**src/rtl/writeback_arbiter_pkg.sv**
```systemverilog
// Shared types and constants for the writeback arbiter: source indices,
// register-file widths and the buffered result entry.
package writeback_arbiter_pkg;

    localparam int unsigned XLEN      = 32;
    localparam int unsigned REG_ADR_W = 5;

    localparam int unsigned WB_SRC_ALU = 0;
    localparam int unsigned WB_SRC_MDU = 1;
    localparam int unsigned WB_SRC_LSU = 2;
    localparam int unsigned WB_SRC_CSR = 3;
    localparam int unsigned WB_NSRC    = 4;

    typedef struct packed {
        logic [REG_ADR_W-1:0] adr;
        logic [XLEN-1:0]      data;
    } wb_entry_t;

endpackage

```
**src/rtl/writeback_arbiter_if.sv**
```systemverilog
// Result-source handshake and register-file write port of the writeback arbiter.
interface writeback_arbiter_if
    import writeback_arbiter_pkg::*;
#(
    parameter int unsigned NSRC = WB_NSRC
);

    logic [NSRC-1:0]                src_v_i;
    logic [NSRC-1:0][XLEN-1:0]      src_data_i;
    logic [NSRC-1:0][REG_ADR_W-1:0] src_adr_i;
    logic [NSRC-1:0]                src_ready_o;
    logic                           res_v;
    logic [REG_ADR_W-1:0]           res_adr;
    logic [XLEN-1:0]                res_data;
    logic                           busy_o;

    // Calculation units / register manager side
    modport master (
        output src_v_i, src_data_i, src_adr_i,
        input  src_ready_o, res_v, res_adr, res_data, busy_o
    );

    // Arbiter side
    modport slave (
        input  src_v_i, src_data_i, src_adr_i,
        output src_ready_o, res_v, res_adr, res_data, busy_o
    );

endinterface

```
**src/rtl/writeback_arbiter_wb_src_fifo.sv**
```systemverilog
// Per-source result buffer: DEPTH-entry FIFO of wb_entry_t. Push while full
// and pop while empty are ignored.
module wb_src_fifo
    import writeback_arbiter_pkg::*;
#(
    parameter int unsigned DEPTH = 2,
    localparam int unsigned CNT_W = $clog2(DEPTH + 1),
    localparam int unsigned PTR_W = $clog2(DEPTH)
) (
    input  logic             clk,
    input  logic             rst,
    input  logic             push_i,
    input  wb_entry_t        entry_i,
    input  logic             pop_i,
    output wb_entry_t        head_o,
    output logic [CNT_W-1:0] count_o,
    output logic             empty_o,
    output logic             full_o
);

    wb_entry_t        mem_q [DEPTH];
    wb_entry_t        mem_d [DEPTH];
    logic [PTR_W-1:0] wr_ptr_q, wr_ptr_d;
    logic [PTR_W-1:0] rd_ptr_q, rd_ptr_d;
    logic [CNT_W-1:0] count_q, count_d;
    logic             do_push, do_pop;

    assign empty_o = (count_q == '0);
    assign full_o  = (count_q == CNT_W'(DEPTH));
    assign count_o = count_q;
    assign head_o  = mem_q[rd_ptr_q];

    assign do_push = push_i & ~full_o;
    assign do_pop  = pop_i & ~empty_o;

    // DEPTH is a power of two, so the pointers wrap on natural overflow
    always_comb begin
        mem_d    = mem_q;
        wr_ptr_d = wr_ptr_q;
        rd_ptr_d = rd_ptr_q;
        count_d  = count_q;
        if (do_push) begin
            mem_d[wr_ptr_q] = entry_i;
            wr_ptr_d        = wr_ptr_q + PTR_W'(1);
        end
        if (do_pop) begin
            rd_ptr_d = rd_ptr_q + PTR_W'(1);
        end
        unique case ({do_push, do_pop})
            2'b10:   count_d = count_q + CNT_W'(1);
            2'b01:   count_d = count_q - CNT_W'(1);
            default: count_d = count_q;
        endcase
    end

    always_ff @(posedge clk) begin
        if (rst) begin
            wr_ptr_q <= '0;
            rd_ptr_q <= '0;
            count_q  <= '0;
        end else begin
            wr_ptr_q <= wr_ptr_d;
            rd_ptr_q <= rd_ptr_d;
            count_q  <= count_d;
        end
    end

    // Storage needs no reset; only entries below count are ever read
    always_ff @(posedge clk) begin
        mem_q <= mem_d;
    end

endmodule

```
**src/rtl/writeback_arbiter.sv**
```systemverilog
// Serialises buffered unit results onto the single register-file write port,
// round-robin. Optional WRITEBACK_ARBITER_BYPASS_EN lets an empty source's
// incoming result compete for the port in the same cycle.
module writeback_arbiter
    import writeback_arbiter_pkg::*;
#(
    parameter int unsigned NSRC  = WB_NSRC,
    parameter int unsigned DEPTH = 2
) (
    input logic                clk,
    input logic                rst,
    writeback_arbiter_if.slave bus
);

    localparam int unsigned IDX_W = (NSRC > 1) ? $clog2(NSRC) : 1;
    localparam int unsigned CNT_W = $clog2(DEPTH + 1);

    wb_entry_t            head   [NSRC];
    wb_entry_t            cand   [NSRC];
    logic [CNT_W-1:0]     count  [NSRC];
    logic [NSRC-1:0]      empty, full, push, pop, req, src_ready;

    logic                 grant;
    logic [IDX_W-1:0]     gidx;
    wb_entry_t            sel;

    logic [IDX_W-1:0]     rr_q, rr_d;
    logic                 res_v_q, res_v_d;
    logic [REG_ADR_W-1:0] res_adr_q, res_adr_d;
    logic [XLEN-1:0]      res_data_q, res_data_d;

    for (genvar g = 0; g < NSRC; g++) begin : g_src
        wb_entry_t in_entry;
        logic      byp_take;

        assign in_entry = '{adr: bus.src_adr_i[g], data: bus.src_data_i[g]};

        // Ready depends only on the registered count
        assign src_ready[g] = (count[g] < CNT_W'(DEPTH));

`ifdef WRITEBACK_ARBITER_BYPASS_EN
        // An empty buffer offers the incoming result; a non-empty one its head
        assign req[g]   = ~empty[g] | bus.src_v_i[g];
        assign cand[g]  = empty[g] ? in_entry : head[g];
        assign byp_take = grant & (gidx == IDX_W'(g)) & empty[g];
`else
        assign req[g]   = ~empty[g];
        assign cand[g]  = head[g];
        assign byp_take = 1'b0;
`endif

        assign push[g] = bus.src_v_i[g] & ~full[g] & ~byp_take;
        assign pop[g]  = grant & (gidx == IDX_W'(g)) & ~empty[g];

        wb_src_fifo #(
            .DEPTH (DEPTH)
        ) u_fifo (
            .clk     (clk),
            .rst     (rst),
            .push_i  (push[g]),
            .entry_i (in_entry),
            .pop_i   (pop[g]),
            .head_o  (head[g]),
            .count_o (count[g]),
            .empty_o (empty[g]),
            .full_o  (full[g])
        );
    end

    // Cyclic scan for the first requester at or after rr_q
    always_comb begin
        int unsigned      idx;
        logic [IDX_W-1:0] cidx;
        grant = 1'b0;
        gidx  = '0;
        idx   = 0;
        cidx  = '0;
        for (int unsigned k = 0; k < NSRC; k++) begin
            idx = 32'(rr_q) + k;
            if (idx >= NSRC) begin
                idx = idx - NSRC;
            end
            cidx = IDX_W'(idx);
            if (!grant && req[cidx]) begin
                grant = 1'b1;
                gidx  = cidx;
            end
        end
    end

    // Output register; an x0 entry consumes its slot without a write strobe
    always_comb begin
        sel        = cand[gidx];
        rr_d       = rr_q;
        res_v_d    = 1'b0;
        res_adr_d  = res_adr_q;
        res_data_d = res_data_q;
        if (grant) begin
            rr_d       = (gidx == IDX_W'(NSRC - 1)) ? '0 : gidx + IDX_W'(1);
            res_v_d    = (sel.adr != REG_ADR_W'(0));
            res_adr_d  = sel.adr;
            res_data_d = sel.data;
        end
    end

    always_ff @(posedge clk) begin
        if (rst) begin
            rr_q       <= '0;
            res_v_q    <= 1'b0;
            res_adr_q  <= '0;
            res_data_q <= '0;
        end else begin
            rr_q       <= rr_d;
            res_v_q    <= res_v_d;
            res_adr_q  <= res_adr_d;
            res_data_q <= res_data_d;
        end
    end

    assign bus.src_ready_o = src_ready;
    assign bus.res_v       = res_v_q;
    assign bus.res_adr     = res_adr_q;
    assign bus.res_data    = res_data_q;
    assign bus.busy_o      = (|(~empty)) | res_v_q;

endmodule

```
**src/flat_wrapper.sv**
```systemverilog
// flat-port wrapper written by rule: the top's interface ports become plain ports
module writeback_arbiter_flat import writeback_arbiter_pkg::*;
#(
    parameter int unsigned NSRC  = WB_NSRC,
    parameter int unsigned DEPTH = 2
)
  (clk, rst, bus_src_v_i, bus_src_data_i, bus_src_adr_i, bus_src_ready_o, bus_res_v, bus_res_adr, bus_res_data, bus_busy_o);
  writeback_arbiter_if #(.NSRC(NSRC)) bus_i ();
  input logic clk;
  input logic rst;
  input wire logic [$bits(bus_i.src_v_i)-1:0] bus_src_v_i;
  input wire logic [$bits(bus_i.src_data_i)-1:0] bus_src_data_i;
  input wire logic [$bits(bus_i.src_adr_i)-1:0] bus_src_adr_i;
  output wire logic [$bits(bus_i.src_ready_o)-1:0] bus_src_ready_o;
  output wire logic [$bits(bus_i.res_v)-1:0] bus_res_v;
  output wire logic [$bits(bus_i.res_adr)-1:0] bus_res_adr;
  output wire logic [$bits(bus_i.res_data)-1:0] bus_res_data;
  output wire logic [$bits(bus_i.busy_o)-1:0] bus_busy_o;
  assign bus_i.src_v_i = bus_src_v_i;
  assign bus_i.src_data_i = bus_src_data_i;
  assign bus_i.src_adr_i = bus_src_adr_i;
  assign bus_src_ready_o = bus_i.src_ready_o;
  assign bus_res_v = bus_i.res_v;
  assign bus_res_adr = bus_i.res_adr;
  assign bus_res_data = bus_i.res_data;
  assign bus_busy_o = bus_i.busy_o;
  writeback_arbiter #(.NSRC(NSRC), .DEPTH(DEPTH)) u_core (.clk(clk), .rst(rst), .bus(bus_i));
endmodule
```
**config.mk**
```make
export PLATFORM = sky130hd
export DESIGN_NAME = writeback_arbiter_flat
export DESIGN_NICKNAME = d
export VERILOG_FILES = /design/src/rtl/writeback_arbiter_pkg.sv /design/src/rtl/writeback_arbiter_if.sv /design/src/rtl/writeback_arbiter_wb_src_fifo.sv /design/src/rtl/writeback_arbiter.sv /design/src/flat_wrapper.sv
export SDC_FILE = /design/constraint.sdc
export NUM_CORES = 1
export LEC_CHECK = 0
export CORE_ASPECT_RATIO = 2
export CORE_MARGIN = 2
export CORE_UTILIZATION = 50
export DETAILED_ROUTE_END_ITERATION = 8
export PLACE_DENSITY = 0.74
export SYNTH_ARGS = -nofsm -noshare
export SYNTH_HDL_FRONTEND = slang
export SYNTH_SLANG_ARGS = --single-unit
```
**constraint.sdc**
```tcl
create_clock -name clk -period 3.3 [get_ports clk]
set_input_delay 0.495 -clock clk [delete_from_list [all_inputs] [get_ports clk]]
set_output_delay 0.495 -clock clk [all_outputs]
set_load 0.02 [all_outputs]
```
* Word level (Yosys, flattened, before mapping)
Index checks and enable logic that the tools add are counted.
Cells by class: reductions and logical operators 22, multiply operators 0, shift operators 0, bitwise logic cells 40, equality and inequality tests 15, add/subtract/negate cells 24, muxes and demuxes 52, order comparisons 25, divide/modulo/power cells 0
Operators by type and width (number):
- $mux W37 | 18
- $bwmux W74 | 4
- $demux W37 S1 | 4
- $bmux W37 S2 | 1
- $and A1 B1 Y1 | 20
- $eq A2 B2 Y1 const B | 10
- $mux W2 | 9
- $ge A2 B2 Y1 const B | 8
- $not A1 Y2 | 8
- $pmux W2 S2 | 4
- $sub A2 B1 Y2 const B | 8
- $ge A3 B3 Y1 const B | 4
- $lt A2 B3 Y1 const B | 4
- $add A2 B1 Y2 const B | 5
- $eq A2 B1 Y1 const B | 5
- $logic_not A2 Y1 | 5
- $not A1 Y1 | 9
- $add A1 B1 Y1 const B | 8
- $bmux W1 S2 | 4
- $lt A2 B1 Y1 const B | 4
- $lt A2 B2 Y1 const B | 4
- $mux W1 | 8
- $reduce_bool A2 Y1 | 4
- $logic_and A1 B1 Y1 | 7
- other kinds (10) | 13
Storage, ports and cells: memories 0, register bits 352, bits in writable memories 0, output and inout bits 43, input bits 154, ROM bits 0, latch bits 0

* Depth between registers and ports, before layout
word-level depth 20, gate-level depth with buffers 11

* Cells and area by module
Synthesis repeated with hierarchy kept, for this count alone.
Unflattened totals: cell total of the unflattened synthesis 948, area total of the unflattened synthesis 14291.2 um^2
By module, submodules not included:
- wb_src_fifo | instances 4, cells each 139, area an instance 2859.0 um^2
- writeback_arbiter | instances 1, cells each 392, area an instance 2855.2 um^2

* Worst setup path before layout
Ideal clock, no wire load.
kind flip-flop to flip-flop, start reg u_core.g_src[2].u_fifo.count_q[1], end reg u_core.g_src[2].u_fifo.mem_q[0] (netlist name) (enable), path buffers 0, cell stages (with the launch flop) 4, path slack 0.567 ns, library setup time 0.431 ns, arrival 2.301 ns, data required time 2.869 ns, path through dfxtp_1 -> inv_1 -> o21ai_0 -> nor2_1
On the way: word-level cells in the longest chain between the ends 4
Ends and longest elaborated chain:
- start: declaration | RTL line writeback_arbiter_wb_src_fifo.sv:25 | logic [CNT_W-1:0] count_q, count_d;
- start signal: assignment | RTL line writeback_arbiter_wb_src_fifo.sv:64 | count_q <= count_d;
- $eq A2 B2 Y1 (*) | RTL line writeback_arbiter_wb_src_fifo.sv:29 | assign full_o = (count_q == CNT_W'(DEPTH));
- $not A1 Y1 (*) | RTL line writeback_arbiter_wb_src_fifo.sv:33, writeback_arbiter.sv:52
- $and A1 B1 Y1 | RTL line writeback_arbiter.sv:52 | assign push[g] = bus.src_v_i[g] & ~full[g] & ~byp_take;
- $and A1 B1 Y1 (*) | RTL line writeback_arbiter_wb_src_fifo.sv:33 | assign do_push = push_i & ~full_o;
- end signal: assignment | RTL line writeback_arbiter_wb_src_fifo.sv:70 | mem_q <= mem_d;
- end: declaration | RTL line writeback_arbiter_wb_src_fifo.sv:21 | wb_entry_t mem_q [DEPTH];
Mark *: on every way between the ends. The rest lies on a longest branch, timed or not. A chain may end at the register's enable or synchronous reset.

* Final worst setup path
start reg u_core.g_src[1].u_fifo.count_q[0], end out bus_busy_o
On the way: word-level cells in the longest chain between the ends 4
Ends and longest elaborated chain:
- start: declaration | RTL line writeback_arbiter_wb_src_fifo.sv:25
- start signal: assignment | RTL line writeback_arbiter_wb_src_fifo.sv:64
- $logic_not A2 Y1 | RTL line writeback_arbiter_wb_src_fifo.sv:28 | assign empty_o = (count_q == '0);
- $not A4 Y4 | RTL line writeback_arbiter.sv:124 | assign bus.busy_o = (|(~empty)) | res_v_q;
- $reduce_or A4 Y1 | RTL line writeback_arbiter.sv:124
- $or A1 B1 Y1 | RTL line writeback_arbiter.sv:124
- end: declaration | RTL line flat_wrapper.sv:18 | output wire logic [$bits(bus_i.busy_o)-1:0] bus_busy_o;
No other way between the ends.

==> flow_metrics.env <==
export IMPL_status="finished, final reports clean"
export IMPL_path_max_fanout=4
export IMPL_seq_area_frac_synth_pct=72.4
export IMPL_final_common_cell="edfxtp_1"
export IMPL_vias=8295
export IMPL_required_ps=2800
export IMPL_grt_pass1_wl_um=48900
export IMPL_layout_nets=1271
export IMPL_final_hold_viol_count=0
export IMPL_yosys_area_top_type="edfxtp_1"
export IMPL_synth_top_flop_cell="edfxtp_1"
export IMPL_crit_type="register to primary output"
export IMPL_antenna_found_initial=0
export IMPL_synth_area_top_cells="edfxtp_1 (64%), dfxtp_1 (8.1%), a211oi_1 (6.8%)"
export IMPL_power_density_mw_per_mm2=993
export IMPL_gp_congestion=0.857
export IMPL_tightest_slew_ps=1110
export IMPL_clk_latency_ps=570
export IMPL_synth_cells=917
export IMPL_slew_violations=0
export IMPL_fillers=1994
export IMPL_antenna_cells=0
export IMPL_cp_end_kind="primary output"
export IMPL_grt_max_degree=75
export IMPL_synth_nets=1075
export IMPL_peakVddDrop_mv=0.637
export IMPL_routed_wl_um=32900
export IMPL_min_period_ps=3100
export IMPL_max_slew_margin_pct=26.1
export IMPL_cpMaxStageDelayCell="clkdlybuf4s50_1"
export IMPL_power_leakage_nw=5.74
export IMPL_drtAntennaViolNets=0
export IMPL_drv_cap=0
export IMPL_synth_edff_count=296
export IMPL_htree_num_levels=1
export IMPL_ys_seq_elements=352
export IMPL_cts_root_buf="clkbuf_16"
export IMPL_hpwl_um=22900
export IMPL_final_area_mm2=0.0173
export IMPL_path_clk_slew_ps=70
export IMPL_fin_setup_tns_ps=0
export IMPL_crit_chain="nor2_2 > nand2_1 > or3_2 > or2_2 > clkdlybuf4s50_1"
export IMPL_max_freq_ghz=0.322
export IMPL_crit_buf_inv=1
export IMPL_die_w_um=122
export IMPL_area_growth_syn_to_layout_pct=24.9
export IMPL_drt_iter0_drc=477
export IMPL_fp_coreArea_mm2=0.0273
export IMPL_min_path_type="register to register"
export IMPL_power_w=0.0172
export IMPL_hold_buffers=0
export IMPL_dieArea_mm2=0.0291
export IMPL_fin_cells=1488
export IMPL_start_util_pct=50.6
export IMPL_synth_top_area_share_pct=64.3
export IMPL_postCtsSetupBuffers=0
export IMPL_overflow=0
export IMPL_num_rows=86
export IMPL_grt_pass1_vias=8476
export IMPL_utilization_pct=63.2
export IMPL_drc=0
export IMPL_syn_cell_area_mm2=0.0138
export IMPL_syn_area_per_cell_um2=15.1
export IMPL_placed_cells=1434
export IMPL_placed_area_mm2=0.0163
export IMPL_start_kind="register"
export IMPL_firstDrtPassIters=5
export IMPL_cts_buffer_depth=3
export IMPL_cts_buffers=29
export IMPL_rsz0062_at_grt="no"
export IMPL_num_io_pins=197
export IMPL_portBuffers=196
export IMPL_grt_usage_pct=22.8
export IMPL_wl_per_cell_um=22.1
export IMPL_clkSinkCount=352
export IMPL_cts_tree="yes"
export IMPL_routed_via_density=5.57
export IMPL_layout_common_cells="edfxtp_1 (296), clkdlybuf4s50_1 (195), a211oi_1 (125)"
export IMPL_post_synth_num_cell_types=39
export IMPL_clock_skew_ps=19.1
export IMPL_drive_gt1_share_pct=10.7
export IMPL_period_share_pct=94.0
export IMPL_cp_data_arrival_time_ps=2610
export IMPL_final_setup_viol_count=0
export IMPL_synth_warnings=0
export IMPL_crit_family="simple AND/OR/NAND/NOR gates"
export IMPL_max_stage_delay_ps=540
export IMPL_ctsResizeCount=0
export IMPL_die_h_um=239
export IMPL_synthArstFlopShare_pct=0
==> per-stage QoR <==
stage / hold slack, ps / worst slack, ps
after floorplan: 475 / 567
after global placement: 487 / 561
after detailed placement: 491 / 494
after CTS: 480 / 172
after global routing: 504 / 104
final: 499 / 197
==> final cells by class <==
| class | instances | area (um^2) | share of cell area, % |
|---|---|---|---|
| Timing Repair Buffer | 227 | 2250 | 13.0 |
| Multi-Input combinational cell | 490 | 3540 | 20.5 |
| Tap cell | 352 | 440 | 2.55 |
| Clock inverter | 20 | 219 | 1.27 |
| Clock buffer | 34 | 754 | 4.37 |
| Inverter | 13 | 48.8 | 0.283 |
| Sequential cell | 352 | 10000 | 58.0 |
==> final timing paths <==
kind	slack, ps	cells past startpoint	startpoint	endpoint
worst min register to register	500	2	u_core.bus.res_adr[4]	u_core.bus.res_adr[4]
worst min-delay path	500	2	u_core.bus.res_adr[4]	u_core.bus.res_adr[4]
worst max register to register	450	8	u_core.g_src[2].u_fifo.count_o[0]	u_core.bus.res_data[1]
worst max-delay path	200	5	u_core.g_src[1].u_fifo.count_o[0]	bus_busy_o
==> tightest hold or removal path: stages, from the launching register on <==
cell and delay [ps]:
dfxtp_1 310, nor2_1 90, a211oi_1 50
==> synth_stat cells, types with 5 or more instances <==
master / n
buf_4: 5
edfxtp_1: 296
a211oi_2: 14
clkbuf_1: 30
buf_1: 5
or3_1: 5
a21oi_1: 73
nand2_1: 10
mux2i_1: 85
dfxtp_1: 56
nor2_1: 60
xnor2_1: 11
a211oi_1: 125
inv_1: 13
xor2_1: 5
nor2b_1: 67
o21ai_0: 9
buf_2: 19
==> state kept, by name (all words and copies together), names as in the netlist <==
name                          count
u_core.bus.res_data              32
u_core.g_src.u_fifo.count_o       8
u_core.g_src.u_fifo.mem_q       296
u_core.bus.res_v                  1
u_core.g_src.u_fifo.wr_ptr_q      4
u_core.bus.res_adr                5
u_core.g_src.u_fifo.rd_ptr_q      4
u_core.rr_q                       2
==> metal layers <==
layer  part of all wire, %  track usage (%)  vias to the layer above
met2                    53             41.9                      298
met1                    36             25.4                     4026
li1                      -                -                     3910
met3                   5.8             3.93                       61
met4                   4.7             10.2                        0
met5                     0                0                        -
==> logic make-up after synthesis <==
| kind of cell | Yosys count | share of synthesized area (%) |
|---|---|---|
| xor+xnor | 16 | 1.01 |
| flops | 352 | 72.4 |
| fa+ha+maj | 4 | 0.362 |
| compound gates | 231 | 11.7 |
| buf+inv | 75 | 2.56 |
| mux | 86 | 6.23 |
| simple gates | 153 | 5.74 |
==> report_power, final <==
group	internal (W)	switching (W)
combinational	0.00277	0.00460
clock	0.00196	0.00155
sequential	0.00575	0.000523
No activity file was read; power rests on OpenSTA's default activity.
